### config.mk
export PLATFORM = sky130hd
export DESIGN_NAME = avalon_displays7seg_multi_flat
export DESIGN_NICKNAME = d
export VERILOG_FILES = /design/src/rtl/disp7seg_pkg.sv /design/src/rtl/avalon_displays7seg_multi_if.sv /design/src/rtl/disp7seg_blink_timer.sv /design/src/rtl/avalon_displays7seg_multi.sv /design/src/flat_wrapper.sv
export SDC_FILE = /design/constraint.sdc
export NUM_CORES = 1
export LEC_CHECK = 0
export ABC_AREA = 1
export BUFFER_PORTS_ARGS = -buffer_cell sky130_fd_sc_hd__buf_2
export CORE_MARGIN = 2
export CORE_UTILIZATION = 59
export DETAILED_ROUTE_END_ITERATION = 6
export PLACE_DENSITY = 0.8
export SLEW_MARGIN = 20
export SYNTH_ARGS = -nofsm -noshare
export SYNTH_HDL_FRONTEND = slang
export SYNTH_SLANG_ARGS = --single-unit
export TNS_END_PERCENT = 1
### constraint.sdc
create_clock -name clk_clk -period 2.3 [get_ports clk_clk]
set_input_delay 0.115 -clock clk_clk [delete_from_list [all_inputs] [get_ports clk_clk]]
set_output_delay 0.115 -clock clk_clk [all_outputs]
set_load 0.02 [all_outputs]
### src/rtl/disp7seg_pkg.sv
// Shared constants and the hex glyph table for the multi-digit 7-segment controller.
// Segment patterns here are active-high (bit 0 = a ... bit 6 = g).
package disp7seg_pkg;

    localparam int SEG_W = 7;
    localparam logic [SEG_W-1:0] SEG_DARK = 7'h00;

    typedef enum logic [3:0] {
        REG_DATA      = 4'd0,
        REG_ENABLE    = 4'd1,
        REG_MODE      = 4'd2,
        REG_BLINK     = 4'd3,
        REG_BLINK_DIV = 4'd4,
        REG_STATUS    = 4'd5,
        REG_RAW0      = 4'd8
    } regOffset_e;

    function automatic logic [SEG_W-1:0] hexToSeg(input logic [3:0] nibble);
        logic [SEG_W-1:0] pattern;
        case (nibble)
            4'h0: pattern = 7'h3F;
            4'h1: pattern = 7'h06;
            4'h2: pattern = 7'h5B;
            4'h3: pattern = 7'h4F;
            4'h4: pattern = 7'h66;
            4'h5: pattern = 7'h6D;
            4'h6: pattern = 7'h7D;
            4'h7: pattern = 7'h07;
            4'h8: pattern = 7'h7F;
            4'h9: pattern = 7'h6F;
            4'hA: pattern = 7'h77;
            4'hB: pattern = 7'h7C;
            4'hC: pattern = 7'h39;
            4'hD: pattern = 7'h5E;
            4'hE: pattern = 7'h79;
            default: pattern = 7'h71;
        endcase
        return pattern;
    endfunction

endpackage

### src/rtl/avalon_displays7seg_multi_if.sv
// Avalon-MM slave bus of the 7-segment controller: word address, full-word writes,
// fixed read latency of one cycle and no waitrequest.
interface avalon_displays7seg_multi_if;
    logic [3:0]  avs_s0_address;
    logic        avs_s0_write;
    logic [31:0] avs_s0_writedata;
    logic        avs_s0_read;
    logic [31:0] avs_s0_readdata;

    modport master (
        output avs_s0_address, avs_s0_write, avs_s0_writedata, avs_s0_read,
        input  avs_s0_readdata
    );

    modport slave (
        input  avs_s0_address, avs_s0_write, avs_s0_writedata, avs_s0_read,
        output avs_s0_readdata
    );
endinterface

### src/rtl/disp7seg_blink_timer.sv
// Blink half-period timer: counts 0..div-1 and toggles the phase on each wrap.
// A zero divider parks the phase at 1 (lit); reload restarts the lit half-period.
module disp7seg_blink_timer (
    input  logic        clk_i,
    input  logic        rst_ni,
    input  logic [31:0] div_i,
    input  logic        reload_i,
    output logic        phase_o
);

    logic [31:0] count_q, count_d;
    logic        phase_q, phase_d;

    // The >= compare keeps the counter bounded if the divider shrinks mid-count.
    always_comb begin
        count_d = count_q + 32'd1;
        phase_d = phase_q;
        if (reload_i || div_i == 32'd0) begin
            count_d = '0;
            phase_d = 1'b1;
        end else if (count_q >= div_i - 32'd1) begin
            count_d = '0;
            phase_d = ~phase_q;
        end
    end

    always_ff @(posedge clk_i) begin
        if (!rst_ni) begin
            count_q <= '0;
            phase_q <= 1'b1;
        end else begin
            count_q <= count_d;
            phase_q <= phase_d;
        end
    end

    assign phase_o = phase_q;

endmodule

### src/rtl/avalon_displays7seg_multi.sv
// Avalon-MM multi-digit 7-segment display controller with hex/raw modes per digit.
// Blinking (BLINK, BLINK_DIV and the timer) exists only when DISP7SEG_BLINK_EN is defined.
module avalon_displays7seg_multi
    import disp7seg_pkg::*;
#(
    parameter int          NUM_DIGITS        = 8,
    parameter int          SEG_ACTIVE_LOW    = 1,
    parameter logic [31:0] BLINK_DIV_DEFAULT = 32'd25000000
) (
    input  logic                           clk_clk,
    input  logic                           reset_reset_n,
    avalon_displays7seg_multi_if.slave     avs_s0,
    output logic [SEG_W*NUM_DIGITS-1:0]    coe_seg
);

    localparam logic [7:0]  DIG_MASK  = 8'((16'd1 << NUM_DIGITS) - 16'd1);
    localparam logic [31:0] DATA_MASK = 32'((64'd1 << (4 * NUM_DIGITS)) - 64'd1);
    localparam logic [SEG_W*NUM_DIGITS-1:0] SEG_ALL_DARK = {(SEG_W*NUM_DIGITS){SEG_ACTIVE_LOW != 0}};

    logic [31:0]                 data_q;
    logic [7:0]                  enable_q;
    logic [7:0]                  mode_q;
    logic [SEG_W-1:0]            raw_q [8];
    logic [31:0]                 readData_q, readData_d;
    logic [SEG_W*NUM_DIGITS-1:0] seg_q, seg_d;
    logic [SEG_W-1:0]            pattern;
    logic [3:0]                  addr;
    logic [2:0]                  rawIdx;
    logic                        rawValid;
    logic                        wrEn;
    logic                        blinkPhase;
    logic [7:0]                  blink_q;
    logic [31:0]                 blinkDiv_q;

    assign addr     = avs_s0.avs_s0_address;
    assign wrEn     = avs_s0.avs_s0_write;
    assign rawIdx   = addr[2:0];
    assign rawValid = addr[3] && (int'(rawIdx) < NUM_DIGITS);

`ifdef DISP7SEG_BLINK_EN
    localparam logic BLINK_BUILT = 1'b1;
    logic divReload;

    assign divReload = wrEn && (addr == REG_BLINK_DIV);

    always_ff @(posedge clk_clk) begin
        if (!reset_reset_n) begin
            blink_q    <= '0;
            blinkDiv_q <= BLINK_DIV_DEFAULT;
        end else if (wrEn) begin
            if (addr == REG_BLINK)
                blink_q <= avs_s0.avs_s0_writedata[7:0] & DIG_MASK;
            if (divReload)
                blinkDiv_q <= avs_s0.avs_s0_writedata;
        end
    end

    disp7seg_blink_timer u_blinkTimer (
        .clk_i    (clk_clk),
        .rst_ni   (reset_reset_n),
        .div_i    (blinkDiv_q),
        .reload_i (divReload),
        .phase_o  (blinkPhase)
    );
`else
    localparam logic BLINK_BUILT = 1'b0;

    assign blink_q    = '0;
    assign blinkDiv_q = '0;
    assign blinkPhase = 1'b1;
`endif

    // Reads see only registered state, so a same-cycle write returns the old value.
    always_comb begin
        readData_d = '0;
        if (addr[3]) begin
            if (rawValid)
                readData_d = 32'(raw_q[rawIdx]);
        end else begin
            case (addr)
                REG_DATA:      readData_d = data_q;
                REG_ENABLE:    readData_d = {24'd0, enable_q};
                REG_MODE:      readData_d = {24'd0, mode_q};
                REG_BLINK:     readData_d = {24'd0, blink_q};
                REG_BLINK_DIV: readData_d = blinkDiv_q;
                REG_STATUS:    readData_d = {22'd0, blinkPhase, BLINK_BUILT, 4'd0, 4'(NUM_DIGITS)};
                default:       readData_d = '0;
            endcase
        end
    end

    always_comb begin
        seg_d   = '0;
        pattern = SEG_DARK;
        for (int i = 0; i < NUM_DIGITS; i++) begin
            pattern = SEG_DARK;
            if (enable_q[i]) begin
                if (blink_q[i] && !blinkPhase)
                    pattern = SEG_DARK;
                else if (mode_q[i])
                    pattern = raw_q[i];
                else
                    pattern = hexToSeg(data_q[4*i +: 4]);
            end
            if (SEG_ACTIVE_LOW != 0)
                pattern = ~pattern;
            seg_d[SEG_W*i +: SEG_W] = pattern;
        end
    end

    always_ff @(posedge clk_clk) begin
        if (!reset_reset_n) begin
            data_q     <= '0;
            enable_q   <= DIG_MASK;
            mode_q     <= '0;
            for (int i = 0; i < 8; i++)
                raw_q[i] <= '0;
            readData_q <= '0;
            seg_q      <= SEG_ALL_DARK;
        end else begin
            if (wrEn) begin
                if (rawValid) begin
                    raw_q[rawIdx] <= avs_s0.avs_s0_writedata[SEG_W-1:0];
                end else begin
                    case (addr)
                        REG_DATA:   data_q   <= avs_s0.avs_s0_writedata & DATA_MASK;
                        REG_ENABLE: enable_q <= avs_s0.avs_s0_writedata[7:0] & DIG_MASK;
                        REG_MODE:   mode_q   <= avs_s0.avs_s0_writedata[7:0] & DIG_MASK;
                        default:    ;
                    endcase
                end
            end
            if (avs_s0.avs_s0_read)
                readData_q <= readData_d;
            seg_q <= seg_d;
        end
    end

    assign avs_s0.avs_s0_readdata = readData_q;
    assign coe_seg                = seg_q;

endmodule

### src/flat_wrapper.sv
// flat-port wrapper written by rule: the top's interface ports become plain ports
module avalon_displays7seg_multi_flat import disp7seg_pkg::*;
#(
    parameter int          NUM_DIGITS        = 8,
    parameter int          SEG_ACTIVE_LOW    = 1,
    parameter logic [31:0] BLINK_DIV_DEFAULT = 32'd25000000
)
  (clk_clk, reset_reset_n, coe_seg, avs_s0_avs_s0_address, avs_s0_avs_s0_write, avs_s0_avs_s0_writedata, avs_s0_avs_s0_read, avs_s0_avs_s0_readdata);
  avalon_displays7seg_multi_if avs_s0_i ();
  input  logic clk_clk;
  input  logic reset_reset_n;
  output logic [SEG_W*NUM_DIGITS-1:0] coe_seg;
  input wire logic [$bits(avs_s0_i.avs_s0_address)-1:0] avs_s0_avs_s0_address;
  input wire logic [$bits(avs_s0_i.avs_s0_write)-1:0] avs_s0_avs_s0_write;
  input wire logic [$bits(avs_s0_i.avs_s0_writedata)-1:0] avs_s0_avs_s0_writedata;
  input wire logic [$bits(avs_s0_i.avs_s0_read)-1:0] avs_s0_avs_s0_read;
  output wire logic [$bits(avs_s0_i.avs_s0_readdata)-1:0] avs_s0_avs_s0_readdata;
  assign avs_s0_i.avs_s0_address = avs_s0_avs_s0_address;
  assign avs_s0_i.avs_s0_write = avs_s0_avs_s0_write;
  assign avs_s0_i.avs_s0_writedata = avs_s0_avs_s0_writedata;
  assign avs_s0_i.avs_s0_read = avs_s0_avs_s0_read;
  assign avs_s0_avs_s0_readdata = avs_s0_i.avs_s0_readdata;
  avalon_displays7seg_multi #(.NUM_DIGITS(NUM_DIGITS), .SEG_ACTIVE_LOW(SEG_ACTIVE_LOW), .BLINK_DIV_DEFAULT(BLINK_DIV_DEFAULT)) u_core (.clk_clk(clk_clk), .reset_reset_n(reset_reset_n), .avs_s0(avs_s0_i), .coe_seg(coe_seg));
endmodule
==> impl_metrics.py <==
metrics = {
    "setup_path": {
        "path_cells": "dlygate4sd3_1, buf_4, nand3_1, nor2_1, nand2_1, nand2_1",
        "cp-end-kind": "flop",
        "critPathLaunchType": "primary input",
        "cpMostUsedCell": "nand2_1",
        "cp_data_arrival_time_ns": 2.08,
        "cp_data_required_time_ns": 2.49,
        "cpMaxStageDelayCell": "dlygate4sd3_1",
        "critPathMaxStageDelay_ns": 0.53,
        "worstSetupPathType": "in2reg",
        "crit_fanout": 14,
        "reg2reg_slack_ns": 0.75,
    },
    "logic_synthesis": {
        "netlist_area_um2": 11200,
        "synth.avg_cell_area_um2": 7.88,
        "synth_nets": 1514,
        "synth_cells": 1418,
        "synth_seq_cells": 248,
        "async_flop_share_pct": 0,
        "synth_common_cells": "351 x nand2_1, 192 x dfxtp_1, 178 x nor2_1",
        "synth_edf_count": 56,
        "ys.flop_type": "dfxtp_1",
        "synthTopCellsByArea": "dfxtp_1 34%, edfxtp_1 15%, nand2_1 12%, nand3_1 6.5%, ha_1 6.3%",
        "ys_seq_area_share_pct": 49.5,
        "synth_warnings": 0,
        "yosysTopAreaCell": "dfxtp_1",
        "synth_most_common_cell": "nand2_1",
        "ys_types": 29,
        "synth_top_cell_area_share_pct": 34.4,
    },
    "power": {
        "power_leakage_nw": 6.10,
        "p_clk_share_pct": 40.7,
        "seq_power_share_pct": 49.3,
        "pwr-share-comb_pct": 10.0,
        "p_sw_share_pct": 24.5,
        "p_switching_w": 0.00237,
        "power.density_nw_per_um2": 740,
        "p_total_w": 0.00969,
        "ir_worst_vdd_mv": 0.522,
        "p_int_w": 0.00732,
    },
    "timing": {
        "tightestPinTransition_ns": 0.579,
        "fin_tns_setup_ns": 0,
        "rsz0062_at_grt": "no",
        "fmax_mhz": 529,
        "slew_viol_final": 0,
        "setup_viol": 0,
        "period_needed_ns": 1.89,
        "hold_viol": 0,
        "worst_clock_skew_ns": 0.0146,
        "max_slew_margin_pct": 61.3,
        "period_share_pct": 82.1,
    },
    "global_routing": {
        "antenna_found_initial": 0,
        "grt_pass1_vias": 9078,
        "grtUsageTotal_pct": 28.1,
        "grt_max_degree": 58,
        "grt_pass1_wl_um": 45200,
        "overflow": 0,
    },
    "floorplanning": {
        "rows": 50,
        "initial_core_util_pct": 59.9,
        "die-area_um2": 20100,
        "core_area_um2": 18600,
        "io_pins": 128,
        "die_w_um": 142,
        "die_y_um": 142,
    },
    "finish": {
        "syn_to_final_growth_pct": 17.3,
        "fill_cells": 1475,
        "drive_above_1_share_pct": 16.0,
        "nets": 1663,
    },
    "routing": {
        "first_pass_iters": 6,
        "routed_wl_um": 28400,
        "vias_per_cell": 5.38,
        "wl_per_cell_um": 15.6,
        "drtIter0Drc": 1043,
        "num_vias": 9790,
        "ant_nets": 0,
        "drc": 0,
    },
    "clock_network": {
        "cts_buffer_depth": 3,
        "cts-htree-levels": 1,
        "cts.sinks": 248,
        "numCtsBuffers": 25,
        "root_buffer": "clkbuf_16",
        "clk_latency_ns": 0.52,
        "cts_tree": "done",
        "cts.clk_slew.worst_paths_ns": 0.06,
        "post_cts_resized": 0,
    },
    "run": {
        "drv_cap": 0,
    },
    "run_status": {
        "status": "finished, final reports clean",
    },
    "placement": {
        "port_buffers": 127,
        "gp_congestion": 0.951,
        "hpwl_um": 20200,
    },
    "worst_hold_path": {
        "min_path_type": "in2reg",
    },
}
## power groups by stage
| stage | Combinational (W) | Sequential (W) | Clock (W) |
|---|---|---|---|
| finish | 0.000967 | 0.00478 | 0.00394 |
| global route | 0.00106 | 0.00480 | 0.00416 |
| CTS | 0.000958 | 0.00478 | 0.00398 |
| detailed placement | 0.000931 | 0.00487 | 0 |
| global placement | 0.000918 | 0.00487 | 0 |
| floorplan | 0.000466 | 0.00498 | 0 |
## final timing paths
kind	start	endpoint	cells past startpoint
hold reg to reg	flop	u_core.coe_seg[49]$_SDFF_PN1_	1
hold / removal	avs_s0_avs_s0_writedata[19]	u_core.data_q[19]$_SDFFE_PN0N_	3
setup / recovery	reset_reset_n	u_core.raw_q[2][6]$_SDFFCE_PN0P_	6
setup reg to reg	u_core.data_q[25]$_SDFFE_PN0N_	flop	8
## metal layers
metal | track usage [%] | up-vias | share of wire, %
li1 | - | 4850 | -
met1 | 39.1 | 4437 | 43
met2 | 44.6 | 447 | 45
met3 | 5.37 | 56 | 9.0
met4 | 9.32 | 0 | 2.9
met5 | 0 | - | 0
## cells in the final DEF (no fill, tap or decap), drive strengths merged, types with 18 or more instances in the layout
master / instances
nand2: 367
ha: 56
a21oi: 61
buf: 156
inv: 139
clkbuf: 40
dfxtp: 192
o21ai: 109
edfxtp: 56
nor2: 200
nand3: 147
nand3b: 18
## worst max-delay path: cells and delay by family
family	cells	cell delay (ns)
simple gates	4	1.18
buf+inv	2	0.77
## kinds of logic after synthesis
logic type / Yosys count / synth area share [%]
AO/OA/AOI/OAI: 180 / 8.67
flip-flops: 248 / 49.5
AND/OR/NAND/NOR: 738 / 28.6
adder cells (fa/ha/maj): 56 / 6.27
buffers and inverters: 196 / 6.97
## area by class of cell
type / count / area, um^2 / area share (%)
Multi-Input combinational cell: 974 / 4870 / 37.2
Clock inverter: 5 / 51.3 / 0.392
Timing Repair Buffer: 172 / 1070 / 8.14
Inverter: 146 / 548 / 4.18
Sequential cell: 248 / 5530 / 42.2
Clock buffer: 40 / 747 / 5.70
Tap cell: 234 / 293 / 2.23
Antenna cell: 1 / 2.50 / 0.0191
## stage by stage
| step | hold WS, ns | utilization, % | worst slack, ns | std cells | instance area, um^2 |
|---|---|---|---|---|---|
| floorplan | 0.269 | - | 0.502 | 1418 | 11200 |
| global placement | 0.392 | 65.1 | 0.307 | 1758 | 12100 |
| detailed placement | 0.399 | 65.1 | 0.195 | 1758 | 12100 |
| CTS | 0.00527 | 70.3 | 0.485 | 1819 | 13100 |
| global route | 0.0239 | 70.3 | 0.298 | 1819 | 13100 |
| finish | 0.0158 | 70.3 | 0.411 | 1820 | 13100 |
## what timing repair did
action	4_1_cts	5_1_grt
endpoints found under the hold margin	15	0
hold buffers	16	0
buffers inserted	0	0
Note: power is estimated with default switching activity, not from simulation.
